### src/rtl/pong_pkg.sv
// Shared Pong constants: screen/paddle geometry (matches the VGA generator), centre point, FSM states.
// Pure declarations; no timing or flow control.
package pong_pkg;

  localparam int SCREEN_W     = 640;
  localparam int SCREEN_H     = 480;
  localparam int BAR_W        = 10;
  localparam int BAR_H        = 40;
  localparam int ADC_BITS     = 12;
  localparam int BALL_DX      = 2;
  localparam int BALL_DY      = 1;
  localparam int SERVE_FRAMES = 60;
  localparam int WIN_SCORE    = 9;
  localparam int BALL_DX_MAX  = 6;

  localparam logic [9:0] CENTRE_X   = 10'(SCREEN_W / 2);
  localparam logic [8:0] CENTRE_Y   = 9'(SCREEN_H / 2);
  localparam logic [8:0] PADDLE_MAX = 9'(SCREEN_H - BAR_H);
  localparam logic [8:0] PADDLE_RST = 9'((SCREEN_H - BAR_H) / 2);

  typedef enum logic [1:0] {
    SERVE     = 2'd0,
    PLAY      = 2'd1,
    GAME_OVER = 2'd2
  } state_e;

endpackage

### src/rtl/pong_paddle_scale.sv
// Maps a raw ADC sample to a paddle top Y: keep the top 9 bits, clamp so the paddle stays on screen.
// Purely combinational; no backpressure.
module pong_paddle_scale
  import pong_pkg::*;
(
  input  logic [ADC_BITS-1:0] adc_i,
  output logic [8:0]          y_o
);

  logic [8:0] shifted;

  assign shifted = adc_i[ADC_BITS-1 -: 9];
  assign y_o     = (shifted > PADDLE_MAX) ? PADDLE_MAX : shifted;

endmodule

### src/rtl/pong_game_engine.sv
// Pong game logic: paddles, ball physics, scoring, serve/game-over FSM; PONG_SPEEDUP_EN adds ball speed-up.
// All state advances on the vsync falling edge; outputs settle 1 clk later. No backpressure (frame-paced).
module pong_game_engine
  import pong_pkg::*;
(
  input  logic                clk,
  input  logic                reset_n,
  input  logic                vga_vs,
  input  logic [ADC_BITS-1:0] adc_p1,
  input  logic [ADC_BITS-1:0] adc_p2,
  input  logic                start_n,
  output logic [15:0]         pongbar1_y,
  output logic [15:0]         pongbar2_y,
  output logic [15:0]         bal_x,
  output logic [15:0]         bal_y,
  output logic [3:0]          score_l,
  output logic [3:0]          score_r,
  output logic                game_over
);

  state_e     state_q, state_d;
  logic       vs_q, tick;
  logic [1:0] start_sync_q;
  logic       start_s;
  logic [9:0] x_q, x_d;
  logic [8:0] y_q, y_d, p1_q, p1_d, p2_q, p2_d, p1_new, p2_new;
  logic       dirx_q, dirx_d, diry_q, diry_d;  // 1 = right / 1 = down
  logic [3:0] sl_q, sl_d, sr_q, sr_d;
  logic [5:0] cnt_q, cnt_d;
  logic [2:0] dx;
  logic [9:0] y_step;
  logic       at_left, at_right, hit_l, hit_r;
  logic       miss, serve_done, restart, win;

  pong_paddle_scale u_scale_p1 (.adc_i(adc_p1), .y_o(p1_new));
  pong_paddle_scale u_scale_p2 (.adc_i(adc_p2), .y_o(p2_new));

  assign tick    = vs_q & ~vga_vs;
  assign start_s = start_sync_q[1];
  assign y_step  = {1'b0, y_q} + 10'(BALL_DY);

  // Collisions use last frame's paddles and the ball Y before this tick's move.
  assign at_left  = !dirx_q && (x_q < 10'(BAR_W) + 10'(dx));
  assign at_right =  dirx_q && (x_q + 10'(dx) > 10'(SCREEN_W - 1 - BAR_W));
  assign hit_l    = (y_q >= p1_q) && ({1'b0, y_q} < {1'b0, p1_q} + 10'(BAR_H));
  assign hit_r    = (y_q >= p2_q) && ({1'b0, y_q} < {1'b0, p2_q} + 10'(BAR_H));
  assign win      = (sl_d == 4'(WIN_SCORE)) || (sr_d == 4'(WIN_SCORE));

`ifdef PONG_SPEEDUP_EN
  logic [2:0] dx_q, dx_d;
  logic [1:0] hits_q, hits_d;
  logic       hit;

  assign dx  = dx_q;
  assign hit = tick && (state_q == PLAY) && ((at_left && hit_l) || (at_right && hit_r));

  always_comb begin
    hits_d = hits_q;
    dx_d   = dx_q;
    if (state_d == SERVE && state_q != SERVE) begin
      hits_d = 2'd0;
      dx_d   = 3'(BALL_DX);
    end else if (hit) begin
      hits_d = hits_q + 2'd1;
      if (hits_q == 2'd3 && dx_q < 3'(BALL_DX_MAX)) dx_d = dx_q + 3'd1;
    end
  end

  always_ff @(posedge clk or negedge reset_n) begin
    if (!reset_n) begin
      dx_q   <= 3'(BALL_DX);
      hits_q <= 2'd0;
    end else begin
      dx_q   <= dx_d;
      hits_q <= hits_d;
    end
  end
`else
  assign dx = 3'(BALL_DX);
`endif

  always_ff @(posedge clk or negedge reset_n) begin
    if (!reset_n) begin
      state_q      <= SERVE;
      vs_q         <= 1'b1;
      start_sync_q <= 2'b11;
      x_q          <= CENTRE_X;
      y_q          <= CENTRE_Y;
      p1_q         <= PADDLE_RST;
      p2_q         <= PADDLE_RST;
      dirx_q       <= 1'b1;
      diry_q       <= 1'b1;
      sl_q         <= 4'd0;
      sr_q         <= 4'd0;
      cnt_q        <= 6'd0;
    end else begin
      state_q      <= state_d;
      vs_q         <= vga_vs;
      start_sync_q <= {start_sync_q[0], start_n};
      x_q          <= x_d;
      y_q          <= y_d;
      p1_q         <= p1_d;
      p2_q         <= p2_d;
      dirx_q       <= dirx_d;
      diry_q       <= diry_d;
      sl_q         <= sl_d;
      sr_q         <= sr_d;
      cnt_q        <= cnt_d;
    end
  end

  always_comb begin
    state_d = state_q;
    case (state_q)
      SERVE:     if (serve_done) state_d = PLAY;
      PLAY:      if (miss) state_d = win ? GAME_OVER : SERVE;
      GAME_OVER: if (restart) state_d = SERVE;
      default:   state_d = SERVE;
    endcase
  end

  always_comb begin
    x_d = x_q;  y_d = y_q;  p1_d = p1_q;  p2_d = p2_q;
    dirx_d = dirx_q;  diry_d = diry_q;
    sl_d = sl_q;  sr_d = sr_q;  cnt_d = cnt_q;
    miss = 1'b0;  serve_done = 1'b0;  restart = 1'b0;
    if (tick) begin
      p1_d = p1_new;
      p2_d = p2_new;
      case (state_q)
        SERVE: begin
          x_d = CENTRE_X;
          y_d = CENTRE_Y;
          if (cnt_q == 6'(SERVE_FRAMES - 1)) begin
            cnt_d      = 6'd0;
            serve_done = 1'b1;
          end else begin
            cnt_d = cnt_q + 6'd1;
          end
        end
        PLAY: begin
          if (diry_q) begin
            if (y_step >= 10'(SCREEN_H - 1)) begin
              y_d = 9'(SCREEN_H - 1);  diry_d = 1'b0;
            end else begin
              y_d = y_step[8:0];
            end
          end else if (y_q <= 9'(BALL_DY)) begin
            y_d = 9'd0;  diry_d = 1'b1;
          end else begin
            y_d = y_q - 9'(BALL_DY);
          end
          if (at_left) begin
            if (hit_l) begin
              x_d = 10'(BAR_W);  dirx_d = 1'b1;
            end else begin
              sr_d = sr_q + 4'd1;  dirx_d = 1'b0;  miss = 1'b1;
            end
          end else if (at_right) begin
            if (hit_r) begin
              x_d = 10'(SCREEN_W - 1 - BAR_W);  dirx_d = 1'b0;
            end else begin
              sl_d = sl_q + 4'd1;  dirx_d = 1'b1;  miss = 1'b1;
            end
          end else begin
            x_d = dirx_q ? x_q + 10'(dx) : x_q - 10'(dx);
          end
          if (miss) begin
            x_d = CENTRE_X;  y_d = CENTRE_Y;  cnt_d = 6'd0;
          end
        end
        default: begin
          x_d = CENTRE_X;
          y_d = CENTRE_Y;
          if (!start_s) begin
            sl_d = 4'd0;  sr_d = 4'd0;  dirx_d = 1'b1;  cnt_d = 6'd0;  restart = 1'b1;
          end
        end
      endcase
    end
  end

  always_comb begin
    game_over = (state_q == GAME_OVER);
  end

  assign pongbar1_y = {7'd0, p1_q};
  assign pongbar2_y = {7'd0, p2_q};
  assign bal_x      = {6'd0, x_q};
  assign bal_y      = {7'd0, y_q};
  assign score_l    = sl_q;
  assign score_r    = sr_q;

endmodule

### config.mk
export PLATFORM = sky130hd
export DESIGN_NAME = pong_game_engine
export DESIGN_NICKNAME = d
export VERILOG_FILES = /design/src/rtl/pong_pkg.sv /design/src/rtl/pong_paddle_scale.sv /design/src/rtl/pong_game_engine.sv
export SDC_FILE = /design/constraint.sdc
export NUM_CORES = 1
export LEC_CHECK = 0
export BUFFER_PORTS_ARGS = -buffer_cell sky130_fd_sc_hd__buf_2
export CAP_MARGIN = 10
export CORE_MARGIN = 1
export CORE_UTILIZATION = 42
export DETAILED_ROUTE_END_ITERATION = 10
export HOLD_SLACK_MARGIN = 0.06
export PLACE_DENSITY = 0.66
export REMOVE_ABC_BUFFERS = 1
export SLEW_MARGIN = 20
export SYNTH_ARGS = -nofsm -noshare
export SYNTH_HDL_FRONTEND = slang
export SYNTH_SLANG_ARGS = --single-unit
### constraint.sdc
create_clock -name clk -period 3.3 [get_ports clk]
set_input_delay 0 -clock clk [delete_from_list [all_inputs] [get_ports clk]]
set_output_delay 0 -clock clk [all_outputs]
set_load 0.02 [all_outputs]
==> out/summary.md <==
• completed — result of the run
• 0 — number of max-cap violations
• 2.40 mW — total power draw
• reg2reg — type of the worst setup path
• buf_2 — most common cell after layout, fill and taps aside
• 22.7% — share of layout cells above drive strength 1
• 11 — WP depth
• 579 — synthesized instance count
• 833 — post-route non-filler standard cell count
• flop — Critical Path End Type
• 0.34 ns — Worst-Skew Late Latency
• 8.25 µm² — mean post-synth cell area
• 101 — total I/O pin count
• 4796 — total via count in the routed design
• 9 — CTS buffer count
• 5310 µm² — standard cell area after detailed placement
• 13.5 mm — drt total wl
• 58 — FF+latch count, synth
• 0 — number of synthesized flops with an enable pin
• 348 — number of violations reported at the end of detailed-routing iteration 0
• in2reg — Hold/Removal Path Class
• 0 — max-slew violation total from the final report
• 0.53 ns — delay of the slowest cell on the worst path
• 11000 µm² — area of the core region
• buf_2 (67), nand2_1 (51), nor2_1 (51), o21ai_0 (48), ha_1 (40) — highest-count cells in the layout ignoring fill and taps
• 70 — number of distinct library cell variants in the gate-level netlist after synthesis
• 100% — share of synthesized registers carrying an async set or reset
• 0 — post-route ant nets
• 0.302 ns — Hold Worst Slack
• 30.9% — post-synthesis sequential area ratio
• 5 — number of iterations in the first detailed-routing pass
• -0.0339 ns — pre-CTS WS
• 0.05 ns — clock transition time at the flip-flop clock pins of the worst setup and hold paths
• 36.0% — worst-case headroom to the max-slew limit
• 58 — clock net sink count
• 9.49 mm — HPWL after detailed placement
• 3 — level count of the clock H-tree
• 0.106 ns — worst-case setup margin in the final layout
• dfrtp_1 — most common flop cell mapped by yosys
• 0 — count of inserted antenna diode cells
• 21.9 mm — first-pass GRT wire length
• 790 — number of placed instances with taps included
• 23.9% — global routing usage summed across all routing layers
• 0.960 ns — pin slew with the least headroom to its limit
• dfstp_2 — cell type of the slowest stage on the worst timing path
• 43.5% — Starting Density
• start_n — hold wc startpoint
• 0.11 ns — setup slack of the worst register-to-register path
• 96.8% — portion of the clock cycle consumed by the worst path in the final layout
• 0 — Final Hold Viols
• 0 — count of unresolved DRC violations after routing
• 3.45 ns — data arrival time of the worst path
• 407 nW/µm² — power density of the placed cells
• 4527 — via count of the first global-routing pass
• 11 — reg2reg path depth
• 109 µm — width of the die
• 0.313 GHz — maximum achievable frequency
• 4780 µm² — synthesized area
• 0.875 — Final Wtd Congestion
• 9 — peak fanout along the critical path
• 0.00543 ns — skew final
• 0.287 mV — maximum vdd ir drop
• built — CTS tree
• 53.8% — final cell utilization of the core
• 3.56 ns — Critical Path RT
• 1 — buffers and inverters on the worst path
• y_q[7] — endpoint of the lowest-slack register-to-register path
• 0 — number of antenna violations at the first check in global routing
• 0 ns — Setup Total Neg Slack
• p2_q[3] — Worst R2R Start
• 5910 µm² — summed area of non-filler cells in the final layout
• 2 — maximum clock insertion buffer count
• 23.7% — area growth from synthesis to layout
• 11800 µm² — Die Footprint
• 67 — I/O Buffers
• ha_1 — Crit path top cell by count
• clkbuf_16 — root buffer selected by CTS
• y_q[7] — timing endpoint of the critical path
• 0 — Yosys warnings
• flop — Setup crit start kind
• 0 — Overflow after GRT
• p2_q[3] — worst setup path startpoint
• 109 µm — height of the chip
• 38 — number of rows created at floorplan
• 0 — endpoints failing setup
• 2.71 nW — Leakage
• 16.2 µm — final routed wire length divided by cell count
• 40 — largest net degree at the start of global routing
• ha_1 -> o21ai_0 -> xnor2_1 -> ha_1 -> a2111oi_4 -> o211ai_1 -> a211oi_2 -> nor2_1 -> or3_4 -> buf_4 -> o32a_1 — cells along the critical path
• 757 — Layout Nets
• 3.19 ns — post-route minimum period
• 5.76 — via-per-instance ratio
• compound AO/OA/AOI/OAI gates — CP delay by family, top
-- report_power, final --
| part | leakage [nW] | switching, mW | internal (mW) | total, mW |
|---|---|---|---|---|
| clock | 0.151 | 0.338 | 0.620 | 0.958 |
| sequential | 0.684 | 0.0534 | 0.785 | 0.838 |
| combinational | 1.87 | 0.346 | 0.262 | 0.608 |
| total | 2.71 | 0.737 | 1.67 | 2.40 |
-- sequential cells by signal (all words and copies together), names as in the netlist --
signal,count
p2_q,9
start_sync_q,2
cnt_q,6
score_l,4
p1_q,9
state_q,2
diry_q,1
x_q,10
score_r,4
vs_q,1
y_q,9
dirx_q,1
-- cell families (layout without fill, tap and decap cells) --
| family | Yosys count | in the layout | synth area share [%] |
|---|---|---|---|
| compound gates | 173 | 173 | 24.1 |
| xor+xnor | 11 | 11 | 2.02 |
| fa+ha+maj | 42 | 42 | 10.9 |
| buf+inv | 85 | 173 | 9.27 |
| flops | 58 | 58 | 30.9 |
| mux | 2 | 2 | 0.445 |
| other cells | 1 | 27 | 0.0785 |
| simple gates | 207 | 207 | 22.2 |
-- Yosys cell counts, drive strengths merged (10+ instances only) --
cell type	instances	area [µm²]
nand2	51	191
nor2	51	191
o21ai	49	245
ha	41	513
dfrtp	37	926
buf	34	251
a21oi	32	160
inv	30	113
clkbuf	21	78.8
dfstp	21	552
nand3	18	95.1
a31oi	11	68.8
nor2b	11	68.8
nand4	10	62.6
o21a	10	75.1
-- final cells by class --
cell class	count	area, µm²
fillers	1018	5070
inverters	30	113
well taps	140	175
clock buffers	11	253
flip-flops and latches	58	1480
multi-input cells	462	3000
repair buffers	127	841
clock inverters	5	52.6
-- how the worst min path moves through the flow --
stage                     cells after the start              end
after floorplan                               0         cnt_q[0]
after global placement                        1  start_sync_q[0]
after detailed placement                      1  start_sync_q[0]
after CTS                                     2  start_sync_q[0]
after global routing                          2  start_sync_q[0]
final                                         2  start_sync_q[0]
-- metal layers --
layer	routed length, µm	vias up	GRT usage [%]	share of wire (%)
met4	357	0	11.0	2.6
li1	-	2290	-	-
met1	5950	2314	30.8	44
met3	648	31	3.11	4.8
met5	0	-	0	0
met2	6520	161	39.8	48
-- repair_timing --
action,4_1_cts,5_1_grt
setup endpoints to repair,7,11
pin swaps,0,5
gates resized for setup,1,10
buffers inserted,0,5
hold buffers,22,0
hold endpoints to repair,49,0
Note: power is estimated with default switching activity, not from simulation.
